<file path="src/rtl/fixmul_seq_if.sv">
// Operand/result handshake bundle for the sequential fixed-point multiplier.
// Both sides use valid/ready: a transfer happens on a rising edge where valid and ready are both 1.
interface fixmul_seq_if #(
    parameter int DW = 8
);
    logic              in_valid;
    logic              in_ready;
    logic [DW-1:0]     a;
    logic [DW-1:0]     b;
    logic              out_valid;
    logic              out_ready;
    logic [2*DW-1:0]   z;

    modport master (
        output in_valid,
        output a,
        output b,
        output out_ready,
        input  in_ready,
        input  out_valid,
        input  z
    );

    modport slave (
        input  in_valid,
        input  a,
        input  b,
        input  out_ready,
        output in_ready,
        output out_valid,
        output z
    );
endinterface

</file>
<file path="src/rtl/fixmul_seq.sv">
// Sequential signed fixed-point multiplier: sign-magnitude radix-2 shift-add over DW cycles.
// Produces the exact 2*DW-bit product with 2*FW fraction bits; rounding happens downstream.
module fixmul_seq #(
    parameter int DW = 8,
    parameter int FW = 4
) (
    input  logic          clk,
    input  logic          nreset,
    input  logic          clear,
    fixmul_seq_if.slave   bus,
    output logic [1:0]    dbg_state
);

    if (DW < 2 || FW < 0 || FW >= DW) begin : g_bad_params
        $error("fixmul_seq: requires DW >= 2 and 0 <= FW < DW");
    end

    localparam int CW = $clog2(DW + 1);
    localparam logic [CW-1:0] LAST_ITER = CW'(DW - 1);

    typedef enum logic [1:0] {
        S_IDLE = 2'd0,
        S_BUSY = 2'd1,
        S_DONE = 2'd2
    } state_e;

    state_e            state_q,     state_d;
    logic [CW-1:0]     cnt_q,       cnt_d;
    logic [2*DW-1:0]   mcand_q,     mcand_d;
    logic [DW-1:0]     mplier_q,    mplier_d;
    logic              sign_q,      sign_d;
    logic [2*DW-1:0]   acc_q,       acc_d;
    logic [2*DW-1:0]   z_q,         z_d;
    logic              out_valid_q, out_valid_d;

    logic [DW-1:0]     mag_a;
    logic [DW-1:0]     mag_b;
    logic [2*DW-1:0]   acc_sum;
    logic              accept;

    // Magnitudes are unsigned DW-bit, so -2^(DW-1) becomes 2^(DW-1) without overflow.
    assign mag_a = bus.a[DW-1] ? (~bus.a + 1'b1) : bus.a;
    assign mag_b = bus.b[DW-1] ? (~bus.b + 1'b1) : bus.b;

    assign bus.in_ready  = (state_q == S_IDLE);
    assign bus.out_valid = out_valid_q;
    assign bus.z         = z_q;
    assign dbg_state     = state_q;

    assign accept  = bus.in_valid && (state_q == S_IDLE) && !clear;
    assign acc_sum = acc_q + (mplier_q[0] ? mcand_q : '0);

    always_comb begin
        state_d     = state_q;
        cnt_d       = cnt_q;
        mcand_d     = mcand_q;
        mplier_d    = mplier_q;
        sign_d      = sign_q;
        acc_d       = acc_q;
        z_d         = z_q;
        out_valid_d = out_valid_q;

        unique case (state_q)
            S_IDLE: begin
                if (accept) begin
                    mcand_d  = {{DW{1'b0}}, mag_a};
                    mplier_d = mag_b;
                    sign_d   = bus.a[DW-1] ^ bus.b[DW-1];
                    acc_d    = '0;
                    cnt_d    = '0;
                    state_d  = S_BUSY;
                end
            end
            S_BUSY: begin
                // mcand holds |a|<<i and mplier holds |b|>>i at iteration i.
                acc_d    = acc_sum;
                mcand_d  = mcand_q << 1;
                mplier_d = mplier_q >> 1;
                cnt_d    = cnt_q + 1'b1;
                if (cnt_q == LAST_ITER) begin
                    z_d         = sign_q ? (~acc_sum + 1'b1) : acc_sum;
                    out_valid_d = 1'b1;
                    cnt_d       = '0;
                    state_d     = S_DONE;
                end
            end
            S_DONE: begin
                if (bus.out_ready) begin
                    out_valid_d = 1'b0;
                    state_d     = S_IDLE;
                end
            end
            default: begin
                state_d     = S_IDLE;
                out_valid_d = 1'b0;
                cnt_d       = '0;
            end
        endcase

        // Abort wins over every handshake; z deliberately keeps its last value.
        if (clear) begin
            state_d     = S_IDLE;
            out_valid_d = 1'b0;
            cnt_d       = '0;
        end
    end

    always_ff @(posedge clk or negedge nreset) begin
        if (!nreset) begin
            state_q     <= S_IDLE;
            cnt_q       <= '0;
            mcand_q     <= '0;
            mplier_q    <= '0;
            sign_q      <= 1'b0;
            acc_q       <= '0;
            z_q         <= '0;
            out_valid_q <= 1'b0;
        end else begin
            state_q     <= state_d;
            cnt_q       <= cnt_d;
            mcand_q     <= mcand_d;
            mplier_q    <= mplier_d;
            sign_q      <= sign_d;
            acc_q       <= acc_d;
            z_q         <= z_d;
            out_valid_q <= out_valid_d;
        end
    end

endmodule

</file>
<file path="src/flat_wrapper.sv">
// flat-port wrapper written by rule: the top's interface ports become plain ports
module fixmul_seq_flat 
#(
    parameter int DW = 8,
    parameter int FW = 4
)
  (clk, nreset, clear, dbg_state, bus_in_valid, bus_a, bus_b, bus_out_ready, bus_in_ready, bus_out_valid, bus_z);
  fixmul_seq_if #(.DW(DW)) bus_i ();
  input  logic clk;
  input  logic nreset;
  input  logic clear;
  output logic [1:0] dbg_state;
  input wire logic [$bits(bus_i.in_valid)-1:0] bus_in_valid;
  input wire logic [$bits(bus_i.a)-1:0] bus_a;
  input wire logic [$bits(bus_i.b)-1:0] bus_b;
  input wire logic [$bits(bus_i.out_ready)-1:0] bus_out_ready;
  output wire logic [$bits(bus_i.in_ready)-1:0] bus_in_ready;
  output wire logic [$bits(bus_i.out_valid)-1:0] bus_out_valid;
  output wire logic [$bits(bus_i.z)-1:0] bus_z;
  assign bus_i.in_valid = bus_in_valid;
  assign bus_i.a = bus_a;
  assign bus_i.b = bus_b;
  assign bus_i.out_ready = bus_out_ready;
  assign bus_in_ready = bus_i.in_ready;
  assign bus_out_valid = bus_i.out_valid;
  assign bus_z = bus_i.z;
  fixmul_seq #(.DW(DW), .FW(FW)) u_core (.clk(clk), .nreset(nreset), .clear(clear), .bus(bus_i), .dbg_state(dbg_state));
endmodule
</file>
<file path="config.mk">
export PLATFORM = sky130hd
export DESIGN_NAME = fixmul_seq_flat
export DESIGN_NICKNAME = d
export VERILOG_FILES = /design/src/rtl/fixmul_seq_if.sv /design/src/rtl/fixmul_seq.sv /design/src/flat_wrapper.sv
export SDC_FILE = /design/constraint.sdc
export NUM_CORES = 1
export LEC_CHECK = 0
export BUFFER_PORTS_ARGS = -buffer_cell sky130_fd_sc_hd__buf_2
export CAP_MARGIN = 20
export CORE_MARGIN = 2
export CORE_UTILIZATION = 54
export DETAILED_ROUTE_END_ITERATION = 6
export GPL_ROUTABILITY_DRIVEN = 0
export HOLD_SLACK_MARGIN = 0.12
export PLACE_DENSITY = 0.83
export SLEW_MARGIN = 20
export SYNTH_ARGS = -nofsm -noshare
export SYNTH_HDL_FRONTEND = slang
export SYNTH_SLANG_ARGS = --single-unit
</file>
<file path="constraint.sdc">
create_clock -name clk -period 4.35 [get_ports clk]
set_input_delay 0.87 -clock clk [delete_from_list [all_inputs] [get_ports clk]]
set_output_delay 0.87 -clock clk [all_outputs]
set_load 0.01 [all_outputs]
</file>
==> impl_metrics.toml <==
[layout]
antenna_cells = 0
layout_common_cells = "nand2_1, dfrtp_1, o21ai_0"
drive_gt1_share_pct = 16.7
nNetsFinal = 544
layout_commonest_cell = "nand2_1"
final_area_sq_um = 4690
fillers = 704
area_growth_pct = 10.5

[timing]
slew_headroom_pct = 31.0
rsz0062_at_grt = "false"
finClkSkew_ns = 0.00476
fin_crit_ns = 3.47
setup_violations = 0
fin_crit_sh_pct = 79.7
fin_tns_setup_ns = 0
final-hold-violation-count = 0
worstMarginPinSlew_ns = 1.03
clock.fmax_ghz = 0.289
timing.final.ws_setup_ns = 0.885
drv_slew = 0

[die]
start_util_pct = 55.2
coreArea_sq_um = 7690
die_h_um = 92.6
dieWidth_um = 92.6
num_rows = 32
io_pins = 41
dieArea_sq_um = 8580

[drt]
wl_um = 9000
wl_per_cell_um = 14.8
drt_iter0_drc = 253
drt-pass1-iter-count = 5
vias = 3516
postRouteAntennaNets = 0
vias_per_cell = 5.76
drc = 0

[critical_path]
worstPathCellList = "and2_1 > ha_1 > fa_1 > a211oi_4 > o211ai_2 > a21o_1 > a2111oi_4 > o211ai_2 > and4b_1 > nand2b_4 > xnor2_1 > o21ai_1"
worst_path_most_repeated_cell = "o211ai_2"
reg2reg_depth = 12
r2r-end = "u_core.bus.z[12]"
path_class = "reg -> reg"
crit_path_end = "u_core.bus.z[12]"
slowest_stage = "dfrtp_1"
crit_path_start_kind = "flip-flop"
cp.arrival_ns = 3.67
critPathMaxStageDelay_ns = 0.51
path_max_fanout = 17
cp_num_cells = 12
required_ns = 4.55
r2r-start = "u_core.mplier_q[0]"
critPathTopFamily = "compound AO/OA/AOI/OAI gates"
cp-startpoint = "u_core.mplier_q[0]"
endpoint_kind = "flip-flop"
r2r_slack_ns = 0.88
path_buf_inv = 0

[clock_network]
cts.path.max_buffers = 2
clk_latency_ns = 0.35
root_buffer = "clkbuf_8"
htree_levels = 3
tritoncts = "done"
cts_resized = 0
holdBufCountCts = 0
cts_made_buffers = 9
cts.clk_slew.worst_paths_ns = 0.07
cts.sinks = 64
post-cts-setup-buffer-count = 0

[synth]
synth_async_sr_flop_share_pct = 100
synth_fp_nets = 516
syn_area_per_cell_sq_um = 8.93
yosysWarnings = 0
synth_area_leader_cell = "dfrtp_1"
synth_top_area_share_pct = 37.8
synth-main-ff-cell = "dfrtp_1"
yosysSeqAreaShare_pct = 37.8
synth_edf_count = 0
syn-cell-area_sq_um = 4240
ys_seq_elements = 64
netlist_instances = 475
synth.area.top_cells = "dfrtp_1, nand2_1, o21ai_0"
synth_cell_types = 67

[run_status]
status = "completed"

[hold_path]
hold_class = "reg -> reg"

[placed_design]
post_dp_cell_area_sq_um = 4450
io_buffers = 40
dpl.hpwl_um = 6460
post-place-ws_ns = 0.921

[pwr]
power.density_nw_per_um2 = 524
power.total_mw = 2.46
leakagePower_nw = 2.19
vdd_drop_max_v = 0.000183

[flow_run]
cap_violations = 0

[grt]
grt_pass1_vias = 3429
grt_max_degree = 39
grt_overflow = 0
track_usage_pct = 22.2
antenna_found_initial = 0
grt_pass1_wl_um = 15300
## final cells by class
cell class,instances,area [sq um],area share [%]
multi-input cells,369,2440,52.1
repair buffers,43,223,4.75
well taps,102,128,2.72
clock buffers,10,128,2.72
clock inverters,6,108,2.30
inverters,16,60.1,1.28
flip-flops and latches,64,1600,34.2
## worst min-delay path by stage
stage                startpoint          endpoint  slack [ns]  cells after the start
4_1_cts         u_core.bus.z[1]   u_core.bus.z[1]        0.48                      2
3_5_place_dp    u_core.bus.z[1]   u_core.bus.z[1]        0.46                      2
3_3_place_gp    u_core.bus.z[3]   u_core.bus.z[3]        0.46                      2
5_1_grt         u_core.bus.z[8]   u_core.bus.z[8]        0.50                      2
2_1_floorplan  u_core.acc_q[12]  u_core.acc_q[12]        0.46                      2
6_report        u_core.bus.z[3]   u_core.bus.z[3]        0.48                      2
## synthesized netlist by cell type (all sizes together), types with 4 or more instances
library cell and count:
nand2b 5, clkbuf 19, dfrtp 64, nand2 73, o21ai 58, a21o 7, ha 19, a22oi 9
o31ai 5, buf 7, a21oi 21, a211oi 8, nor3 4, xor2 17, o211ai 5, nand4 4
nand3 18, nor2 25, a22o 6, and2 17, xnor2 19, inv 16
## metrics by stage
stage	std cells	util, %	hold WS [ns]
after global placement	594	57.9	0.456
final	610	61.0	0.475
after detailed placement	594	57.9	0.465
after global routing	610	61.0	0.503
after floorplan	475	-	0.456
after CTS	610	61.0	0.481
## cells by family (layout without fill, tap and decap cells)
logic type / Yosys count / in the layout / synth area share, %
compound gates: 142 / 142 / 23.7
mux: 3 / 3 / 0.708
simple gates: 168 / 168 / 19.5
buf+inv: 42 / 75 / 4.81
xor+xnor: 36 / 36 / 7.43
flops: 64 / 64 / 37.8
fa+ha+maj: 20 / 20 / 6.08
## worst min-delay path: stages (launching register included)
cell     delay (ns)
dfrtp_1        0.34
nand2_1        0.05
o21ai_0        0.06
## metal layers
| layer | part of all wire (%) | track usage, % | vias up | routed length [um] |
|---|---|---|---|---|
| met5 | 0 | 0 | - | 0 |
| met4 | 1.4 | 7.23 | 0 | 129 |
| met2 | 45 | 36.3 | 112 | 4070 |
| met3 | 6.4 | 5.61 | 15 | 572 |
| li1 | - | - | 1748 | - |
| met1 | 47 | 29.0 | 1641 | 4230 |
## registers in the layout (all words and copies together), names as in the netlist
signal	flops
u_core.sign_q	1
u_core.mplier_q	8
u_core.dbg_state	2
u_core.acc_q	16
u_core.cnt_q	4
u_core.bus.z	16
u_core.bus.out_valid	1
u_core.mcand_q	16
## where the power goes
| part | internal [mW] | switching, mW |
|---|---|---|
| clock | 0.379 | 0.238 |
| sequential | 0.699 | 0.0891 |
| combinational | 0.438 | 0.615 |
| total | 1.52 | 0.942 |
(Power assumes the default switching activity.)
